[config.mk]
export PLATFORM = sky130hd
export DESIGN_NAME = mem_bus_arbiter
export DESIGN_NICKNAME = d
export VERILOG_FILES = /design/src/rtl/mem_bus_arbiter_pkg.sv /design/src/rtl/mem_bus_arbiter_watchdog.sv /design/src/rtl/mem_bus_arbiter.sv
export SDC_FILE = /design/constraint.sdc
export NUM_CORES = 1
export LEC_CHECK = 0
export CORE_MARGIN = 2
export CORE_UTILIZATION = 43
export CTS_CLUSTER_DIAMETER = 40
export DETAILED_ROUTE_END_ITERATION = 10
export PLACE_DENSITY_LB_ADDON = 0.05
export SLEW_MARGIN = 10
export SYNTH_ARGS = -nofsm -noshare
export SYNTH_HDL_FRONTEND = slang
export SYNTH_SLANG_ARGS = --single-unit
[constraint.sdc]
create_clock -name clk -period 3.2 [get_ports clk]
set_input_delay 0.64 -clock clk [delete_from_list [all_inputs] [get_ports clk]]
set_output_delay 0.64 -clock clk [all_outputs]
set_load 0.02 [all_outputs]
[src/rtl/mem_bus_arbiter_pkg.sv]
// Shared definitions for the memory bus arbiter.
//   arb_state_e : arbiter FSM states
//   owner_e     : bus owner codes as seen on owner_o
//   StarveW     : width of the data-grant starvation counter
//   WdogW       : width of the watchdog down-counter
package mem_bus_arbiter_pkg;

  typedef enum logic [1:0] {
    ArbIdle = 2'd0,
    ArbIBus = 2'd1,
    ArbDBus = 2'd2,
    ArbResp = 2'd3
  } arb_state_e;

  typedef enum logic [1:0] {
    OwnerNone = 2'b00,
    OwnerIf   = 2'b01,
    OwnerMem  = 2'b10
  } owner_e;

  localparam int StarveW = 8;
  localparam int WdogW   = 16;

  // Saturating increment used by the starvation counter.
  function automatic logic [StarveW-1:0] starve_inc(input logic [StarveW-1:0] cnt,
                                                     input logic [StarveW-1:0] limit);
    return (cnt < limit) ? cnt + StarveW'(1) : cnt;
  endfunction

endpackage

[src/rtl/mem_bus_arbiter_watchdog.sv]
// Bus-cycle watchdog: a loadable down-counter that flags expiry when the
// transaction has been outstanding for TIMEOUT cycles.
//   clk_i    : clock
//   rst_ni   : asynchronous active-low reset
//   clear_i  : force counter to zero (highest priority)
//   load_i   : load TIMEOUT-1 at the start of a bus cycle
//   en_i     : a bus cycle is outstanding this clock
//   expire_o : combinational, high in the TIMEOUT-th outstanding cycle
module arb_watchdog
  import mem_bus_arbiter_pkg::*;
#(
  parameter int TIMEOUT = 255
) (
  input  logic clk_i,
  input  logic rst_ni,
  input  logic clear_i,
  input  logic load_i,
  input  logic en_i,
  output logic expire_o
);

  localparam logic [WdogW-1:0] LoadVal = WdogW'(TIMEOUT - 1);

  logic [WdogW-1:0] cnt_q, cnt_d;

  always_comb begin
    cnt_d = cnt_q;
    if (clear_i) begin
      cnt_d = '0;
    end else if (load_i) begin
      cnt_d = LoadVal;
    end else if (en_i && (cnt_q != '0)) begin
      cnt_d = cnt_q - WdogW'(1);
    end
  end

  always_ff @(posedge clk_i or negedge rst_ni) begin
    if (!rst_ni) begin
      cnt_q <= '0;
    end else begin
      cnt_q <= cnt_d;
    end
  end

  // Terminal count reached while the cycle is still outstanding.
  assign expire_o = en_i && (cnt_q == '0);

endmodule

[src/rtl/mem_bus_arbiter.sv]
// Arbitrates the single external memory bus between the instruction-fetch
// port and the data port, one outstanding transaction at a time.
//   clk, rst              : clock, asynchronous active-low reset
//   if_*                  : fetch port (level request, one-cycle ack)
//   mem_*                 : data port (level request, one-cycle ack)
//   bus_*                 : registered external bus command / slave response
//   stallreq_o            : combinational pipeline stall request
//   bus_err_o             : one-cycle pulse on watchdog termination
//   owner_o               : 00 none, 01 fetch, 10 data
//
// state   | meaning
// --------+--------------------------------------------------------------
// ArbIdle | bus free; grant evaluated every cycle
// ArbIBus | fetch cycle on the bus, waiting for bus_ack_i or timeout
// ArbDBus | data cycle on the bus, waiting for bus_ack_i or timeout
// ArbResp | owner's ack_o pulses; no grant; returns to ArbIdle
module mem_bus_arbiter
  import mem_bus_arbiter_pkg::*;
#(
  parameter int ADDR_W       = 32,
  parameter int DATA_W       = 32,
  parameter int TIMEOUT      = 255,
  parameter int STARVE_LIMIT = 2
) (
  input  logic                clk,
  input  logic                rst,
  input  logic                if_req_i,
  input  logic [ADDR_W-1:0]   if_addr_i,
  output logic [DATA_W-1:0]   if_rdata_o,
  output logic                if_ack_o,
  input  logic                mem_req_i,
  input  logic                mem_we_i,
  input  logic [ADDR_W-1:0]   mem_addr_i,
  input  logic [DATA_W-1:0]   mem_wdata_i,
  input  logic [DATA_W/8-1:0] mem_sel_i,
  output logic [DATA_W-1:0]   mem_rdata_o,
  output logic                mem_ack_o,
  output logic                bus_req_o,
  output logic                bus_we_o,
  output logic [ADDR_W-1:0]   bus_addr_o,
  output logic [DATA_W-1:0]   bus_wdata_o,
  output logic [DATA_W/8-1:0] bus_sel_o,
  input  logic [DATA_W-1:0]   bus_rdata_i,
  input  logic                bus_ack_i,
  output logic                stallreq_o,
  output logic                bus_err_o,
  output logic [1:0]          owner_o
);

  localparam int SEL_W = DATA_W / 8;
  localparam logic [SEL_W-1:0]   ArbSelAll = '1;
  localparam logic [StarveW-1:0] StarveMax = StarveW'(STARVE_LIMIT);

  arb_state_e          state_q, state_d;
  owner_e              owner_q, owner_d;
  logic                bus_req_q, bus_req_d;
  logic                bus_we_q, bus_we_d;
  logic [ADDR_W-1:0]   bus_addr_q, bus_addr_d;
  logic [DATA_W-1:0]   bus_wdata_q, bus_wdata_d;
  logic [SEL_W-1:0]    bus_sel_q, bus_sel_d;
  logic [DATA_W-1:0]   if_rdata_q, if_rdata_d;
  logic [DATA_W-1:0]   mem_rdata_q, mem_rdata_d;
  logic                if_ack_q, if_ack_d;
  logic                mem_ack_q, mem_ack_d;
  logic                bus_err_q, bus_err_d;
  logic [StarveW-1:0]  starve_q, starve_d;

  logic wd_load, wd_clear, wd_en, wd_expire;
  logic busy;

  assign busy     = (state_q == ArbIBus) || (state_q == ArbDBus);
  assign wd_en    = busy;
  assign wd_clear = (state_q == ArbResp);

  arb_watchdog #(
    .TIMEOUT (TIMEOUT)
  ) u_watchdog (
    .clk_i    (clk),
    .rst_ni   (rst),
    .clear_i  (wd_clear),
    .load_i   (wd_load),
    .en_i     (wd_en),
    .expire_o (wd_expire)
  );

  always_comb begin
    state_d     = state_q;
    owner_d     = owner_q;
    bus_req_d   = bus_req_q;
    bus_we_d    = bus_we_q;
    bus_addr_d  = bus_addr_q;
    bus_wdata_d = bus_wdata_q;
    bus_sel_d   = bus_sel_q;
    if_rdata_d  = if_rdata_q;
    mem_rdata_d = mem_rdata_q;
    starve_d    = starve_q;
    if_ack_d    = 1'b0;
    mem_ack_d   = 1'b0;
    bus_err_d   = 1'b0;
    wd_load     = 1'b0;

    unique case (state_q)
      ArbIdle: begin
        if (!if_req_i) begin
          starve_d = '0;
        end
        // Data wins unless fetch has already been passed over STARVE_LIMIT times.
        if (mem_req_i && (!if_req_i || (starve_q < StarveMax))) begin
          state_d     = ArbDBus;
          owner_d     = OwnerMem;
          bus_req_d   = 1'b1;
          bus_we_d    = mem_we_i;
          bus_addr_d  = mem_addr_i;
          bus_wdata_d = mem_wdata_i;
          bus_sel_d   = mem_sel_i;
          wd_load     = 1'b1;
          if (if_req_i) begin
            starve_d = starve_inc(starve_q, StarveMax);
          end
        end else if (if_req_i) begin
          state_d     = ArbIBus;
          owner_d     = OwnerIf;
          bus_req_d   = 1'b1;
          bus_we_d    = 1'b0;
          bus_addr_d  = if_addr_i;
          bus_wdata_d = '0;
          bus_sel_d   = ArbSelAll;
          wd_load     = 1'b1;
          starve_d    = '0;
        end
      end

      ArbIBus, ArbDBus: begin
        // An ack arriving together with expiry still completes normally.
        if (bus_ack_i) begin
          state_d   = ArbResp;
          bus_req_d = 1'b0;
          if (state_q == ArbIBus) begin
            if_rdata_d = bus_rdata_i;
            if_ack_d   = 1'b1;
          end else begin
            if (!bus_we_q) begin
              mem_rdata_d = bus_rdata_i;
            end
            mem_ack_d = 1'b1;
          end
        end else if (wd_expire) begin
          state_d   = ArbResp;
          bus_req_d = 1'b0;
          bus_err_d = 1'b1;
          if (state_q == ArbIBus) begin
            if_rdata_d = '0;
            if_ack_d   = 1'b1;
          end else begin
            mem_rdata_d = '0;
            mem_ack_d   = 1'b1;
          end
        end
      end

      ArbResp: begin
        state_d = ArbIdle;
        owner_d = OwnerNone;
      end

      default: begin
        state_d   = ArbIdle;
        owner_d   = OwnerNone;
        bus_req_d = 1'b0;
      end
    endcase
  end

  always_ff @(posedge clk or negedge rst) begin
    if (!rst) begin
      state_q     <= ArbIdle;
      owner_q     <= OwnerNone;
      bus_req_q   <= 1'b0;
      bus_we_q    <= 1'b0;
      bus_addr_q  <= '0;
      bus_wdata_q <= '0;
      bus_sel_q   <= '0;
      if_rdata_q  <= '0;
      mem_rdata_q <= '0;
      if_ack_q    <= 1'b0;
      mem_ack_q   <= 1'b0;
      bus_err_q   <= 1'b0;
      starve_q    <= '0;
    end else begin
      state_q     <= state_d;
      owner_q     <= owner_d;
      bus_req_q   <= bus_req_d;
      bus_we_q    <= bus_we_d;
      bus_addr_q  <= bus_addr_d;
      bus_wdata_q <= bus_wdata_d;
      bus_sel_q   <= bus_sel_d;
      if_rdata_q  <= if_rdata_d;
      mem_rdata_q <= mem_rdata_d;
      if_ack_q    <= if_ack_d;
      mem_ack_q   <= mem_ack_d;
      bus_err_q   <= bus_err_d;
      starve_q    <= starve_d;
    end
  end

  assign if_rdata_o  = if_rdata_q;
  assign if_ack_o    = if_ack_q;
  assign mem_rdata_o = mem_rdata_q;
  assign mem_ack_o   = mem_ack_q;
  assign bus_req_o   = bus_req_q;
  assign bus_we_o    = bus_we_q;
  assign bus_addr_o  = bus_addr_q;
  assign bus_wdata_o = bus_wdata_q;
  assign bus_sel_o   = bus_sel_q;
  assign bus_err_o   = bus_err_q;
  assign owner_o     = owner_q;

  // A held request stalls the pipeline until its own ack is on the port.
  assign stallreq_o = (if_req_i && !if_ack_q) || (mem_req_i && !mem_ack_q);

endmodule

; Word-level counts from Yosys, hierarchy flattened
; Cells that the tools add are included.
[word_totals]
regBits = 165
latch_bits = 0
ramBits = 0
mem_bits_ro = 0
out_inout_bits = 140
mem_count = 0
[op_classes]
n_addsub = 2
n_mul = 0
div = 0
n_lt_le_gt_ge = 1
n_eq_ne = 7
n_shift = 0
mux = 48
bitwise = 1
n_reduce_logical = 27
[ops]
columns = op, count
row1 = 32-bit 2-to-1 mux, 13
row2 = 16-bit 2-to-1 mux, 3
row3 = 8-bit 2-to-1 mux, 3
row4 = 1-bit 2-to-1 mux, 20
row5 = 16-bit logical NOT, 1
row6 = 16-bit nonzero test, 1
row7 = "16-bit by 1-bit subtractor with 16-bit output, second input constant", 1
row8 = "8-bit by 1-bit adder with 8-bit output, second input constant", 1
row9 = "8-bit by 2-bit < comparator with 1-bit output, second input constant", 1
row10 = 2-bit 2-to-1 mux, 4
row11 = 4-bit 2-to-1 mux, 2
row12 = 2-bit AND reduction, 4
row13 = 2-bit nonzero test, 4
row14 = "3-bit by 2-bit != test with 1-bit output, second input constant", 2
row15 = 2-bit case mux with 3 select lines, 1
row16 = 3-bit AND reduction, 2
row17 = 1-bit logical AND, 5
row18 = "2-bit == test, second input constant", 2
row19 = 2-bit case mux with 2 select lines, 1
row20 = 4-bit AND reduction, 1
row21 = 1-bit logical NOT, 3
row22 = 1-bit logical OR, 3
row23 = "3-bit != test, second input constant", 1
row24 = 3-bit nonzero test, 1
row25 = other kinds (6), 6

; Longest topological paths before layout
[depth]
word_depth = 7
depth_mapped = 8
depth_no_buf = 6

; Hierarchy
; Synthesis repeated with hierarchy kept, for this count alone.
[hier_totals]
cells_unflattened = 778
area_unflattened_um2 = 7140.6
[modules_own_cells]
columns = mod, n_inst, cells_per_inst, area_each_um2
row1 = mem_bus_arbiter, 1, 662, 6129.6
row2 = arb_watchdog, 1, 116, 1011.0

; Worst setup path before layout
; Ideal clock, no wire load.
[synth_timing]
path_type = flip-flop to flip-flop
start = register state_q[0]
end = register u_watchdog.cnt_q[9]
setup_ns = 0.079
t_arrival_ns = 2.266
required_ns = 3.121
path_slack_ns = 0.854
stages_incl_launch_ff = 7
n_path_buf = 0
period_less_slack_ns = 2.346
path_cell_list = dfrtp_1 inv_1 ha_1 or3b_2 or2_2 a2111oi_0 mux2i_1
[synth_via]
elab_chain_cells = 4
word_cells_on_any_way = 10
[synth_rtl]
columns = item, line_no
row1 = "start, declared", mem_bus_arbiter.sv:54  ; arb_state_e state_q, state_d;
row2 = "start signal, assigned", mem_bus_arbiter.sv:176  ; state_q <= ArbIdle;
row3 = "start signal, assigned", mem_bus_arbiter.sv:190  ; state_q <= state_d;
row4 = 2-bit logical NOT (tied with other cells), mem_bus_arbiter.sv:102  ; unique case (state_q)
row5 = 1-bit 2-to-1 mux / 1-bit logical OR (equally long branches), "mem_bus_arbiter.sv:102, mem_bus_arbiter.sv:71"
row6 = 16-bit 2-to-1 mux / 1-bit logical AND (equally long branches), "mem_bus_arbiter_watchdog.sv:30, mem_bus_arbiter_watchdog.sv:32"
row7 = 16-bit 2-to-1 mux / 3-bit nonzero test (equally long branches), --
row8 = "end signal, assigned", mem_bus_arbiter_watchdog.sv:41  ; cnt_q <= cnt_d;
row9 = "end, declared", mem_bus_arbiter_watchdog.sv:24  ; logic [WdogW-1:0] cnt_q, cnt_d;
; Several ways; a longest one is shown, not always the timed one.
; A chain may end at the register's enable or synchronous reset.

; Worst setup path in the final report
; Same ends and word-level chain as after synthesis.

==> impl_results.md <==
* Die span in x at 130 um
* Max-slew violations at 0
* Status: complete, no violations
* Layout area overhead at 53.0%
* Slew HR at 0.515
* CP Max Fanout at 8
* Die area at 0.0169 sq mm
* Setup TNS at 0 ns
* Crit path max-delay family: simple AND/OR/NAND/NOR gates
* Crit end category: register
* Async SR Flop Fraction at 1.00
* Die height at 130 um
* Power per standard cell area at 1020 mW/mm^2
* Hold buffer count at cts at 0
* Crit path required time at 3.54 ns
* Clock Skew at 0.00789 ns
* Worst Max-Slew Pin Slew at 0.709 ns
* Final setup violation count at 0
* Largest net degree at the start of global routing at 78
* Synth top area cells: dfrtp_1 (60%), a22o_1 (8.4%), nand2_1 (6.0%), mux2i_1 (5.7%), o21ai_0 (2.9%)
* Post-CTS Setup Inserts at 0
* I/O Pins at 278
* CTS sink count at 165
* Hold Slack at 0.227 ns
* Num CTS Buffers at 17
* CTS tree: done
* Final min period at 2.78 ns
* RSZ-0062 raised after global routing: false
* First-pass GRT wire length at 31200 um
* Core area at 0.0157 sq mm
* Pre-CTS WS at 0.270 ns
* Mapped Nets at 760
* Initial antenna violation count at 0
* DR pass1 iterations at 5
* Max-cap violations at 0
* Number of synthesized flops with an enable pin at 0
* DRT Wirelength at 20000 um
* CTS resizes at 0
* VDD IR max at 0.000628 V
* CP bufs+invs at 1
* DRT antenna net count at 0
* Worst Slack Setup Final at 0.416 ns
* Avg Cell Area, Syn at 11.1 sq um
* Count of final hold-check violations at 0
* Port Buf Inserts at 277
* Synth Register Bits at 165
* Worst Hold Class: in2async
* Data arrival time of the critical path at 3.13 ns
* Clock latency on the worst-skew pair at 0.42 ns
* Synthesized area at 0.00684 sq mm
* Warning count from the yosys run at 0
* Mapped Cells at 616
* Root Driver: clkbuf_16
* Total congestion overflow at 0
* DP HPWL at 14000 um
* DRT iter0 DRCs at 322
* Period utilization at 0.870
* Critical path's slowest cell: a2111oi_0
* Layout cells sized above 1 at 0.0670
* CTS max path bufs at 2
* Leakage power at 4.76 nW
* Startpoint Class: register
* Cell chain of the critical path: inv_1 > ha_1 > or3b_2 > or2_2 > a2111oi_0 > mux2i_1
* Post-synthesis sequential area ratio at 0.604
* Vias per cell at 5.31
* Std-Cell Rows at 46
* Final #Nets at 1028
* F_max at 359 MHz
* Primary FF master, synth: dfrtp_1
* Max H-tree Level at 4
* Tot GR Track Use at 0.238
* Initial Utilization at 0.435
* DRC violations left at 0
* WS Path Type: reg2reg
* Max incr delay on CP at 0.67 ns
* Vias in the first global route at 6068
* Diodes inserted at 0
* RePlAce Congestion at 0.832
* Vias after detailed routing at 5906
* Number of distinct library cells after synthesis at 45
* Reg clk slew, reported paths at 0.06 ns
* Yosys top cell by area: dfrtp_1
* WL per Instance at 18.0 um
* Yosys top cell area share at 0.604
[flip-flops by register name, indices dropped and copies added (netlist names), 4 cells and up]
| signal | cells |
|---|---|
| bus_addr_o | 32 |
| bus_sel_o | 4 |
| bus_wdata_o | 32 |
| if_rdata_o | 32 |
| mem_rdata_o | 32 |
| starve_q | 8 |
| u_watchdog.cnt_q | 16 |
[synthesized netlist by cell type (8+ instances only)]
library cell	n
a21oi_1	12
a22o_1	66
buf_2	10
clkbuf_1	29
dfrtp_1	165
inv_1	11
mux2i_1	39
nand2_1	109
nand3_1	36
nor2_1	15
o21ai_0	40
or3_1	10
or4_1	8
[path summary, 6_finish.rpt]
| path | from | endpoint | slack [ns] | cells past startpoint |
|---|---|---|---|---|
| max | state_q[0] | u_watchdog.cnt_q[9] | 0.42 | 6 |
| min | rst | u_watchdog.cnt_q[11] | 0.23 | 1 |
| max reg2reg | state_q[0] | u_watchdog.cnt_q[9] | 0.42 | 6 |
| min reg2reg | bus_wdata_o[30] | bus_wdata_o[30] | 0.46 | 2 |
| max in group asynchronous | rst | mem_rdata_o[29] | 2.15 | 2 |
| min in group clk | bus_wdata_o[30] | bus_wdata_o[30] | 0.46 | 2 |
[where the power goes]
| part | leakage, nW | switching [mW] | total (mW) | internal (mW) |
|---|---|---|---|---|
| clock | 0.262 | 0.798 | 1.88 | 1.08 |
| sequential | 2.10 | 0.520 | 3.48 | 2.95 |
| combinational | 2.40 | 2.89 | 5.38 | 2.48 |
[per-layer routing]
metal / track usage / vias to the layer above / wire length [um]
met5: 0 / - / 0
met4: 0.106 / 0 / 668
met3: 0.0795 / 45 / 1770
met2: 0.396 / 244 / 9750
met1: 0.281 / 2889 / 7820
li1: - / 2728 / -
[metrics by stage]
step / instances / power, mW / cell area, sq um / utilization
floorplan: 616 / 6.37 / 6840 / -
global placement: 1081 / 8.72 / 9930 / 0.632
detailed placement: 1081 / 8.87 / 9930 / 0.632
CTS: 1112 / 10.8 / 10500 / 0.666
global route: 1112 / 11.4 / 10500 / 0.666
finish: 1112 / 10.7 / 10500 / 0.666
[cells by family (layout without fill, tap and decap cells)]
kind of cell | Yosys count | count (layout) | synth area share
multiplexers | 40 | 40 | 0.0587
AND/OR/NAND/NOR | 205 | 205 | 0.142
buffers and inverters | 55 | 335 | 0.0326
AO/OA/AOI/OAI | 145 | 145 | 0.153
flip-flops | 165 | 165 | 0.604
adder cells (fa/ha/maj) | 6 | 6 | 0.0110
[area by class of cell]
type | count | area, sq um
multi-input cells | 396 | 2520
repair buffers | 293 | 2970
inverters | 11 | 41.3
fillers | 1225 | 5240
clock inverters | 10 | 83.8
clock buffers | 21 | 450
well taps | 216 | 270
flip-flops and latches | 165 | 4130
[cell usage in the layout (no fill, tap or decap), types with 8 or more instances in the layout]
master           count
a21oi_1             11
a22o_1              66
buf_4               10
clkbuf_16           17
clkdlybuf4s50_1    276
dfrtp_1            165
inv_1               11
mux2i_1             39
nand2_1            109
nand3_1             36
nor2_1              15
o21ai_0             40
or3_1               10
or4_1                8
Note: power is estimated with default switching activity, not from simulation.
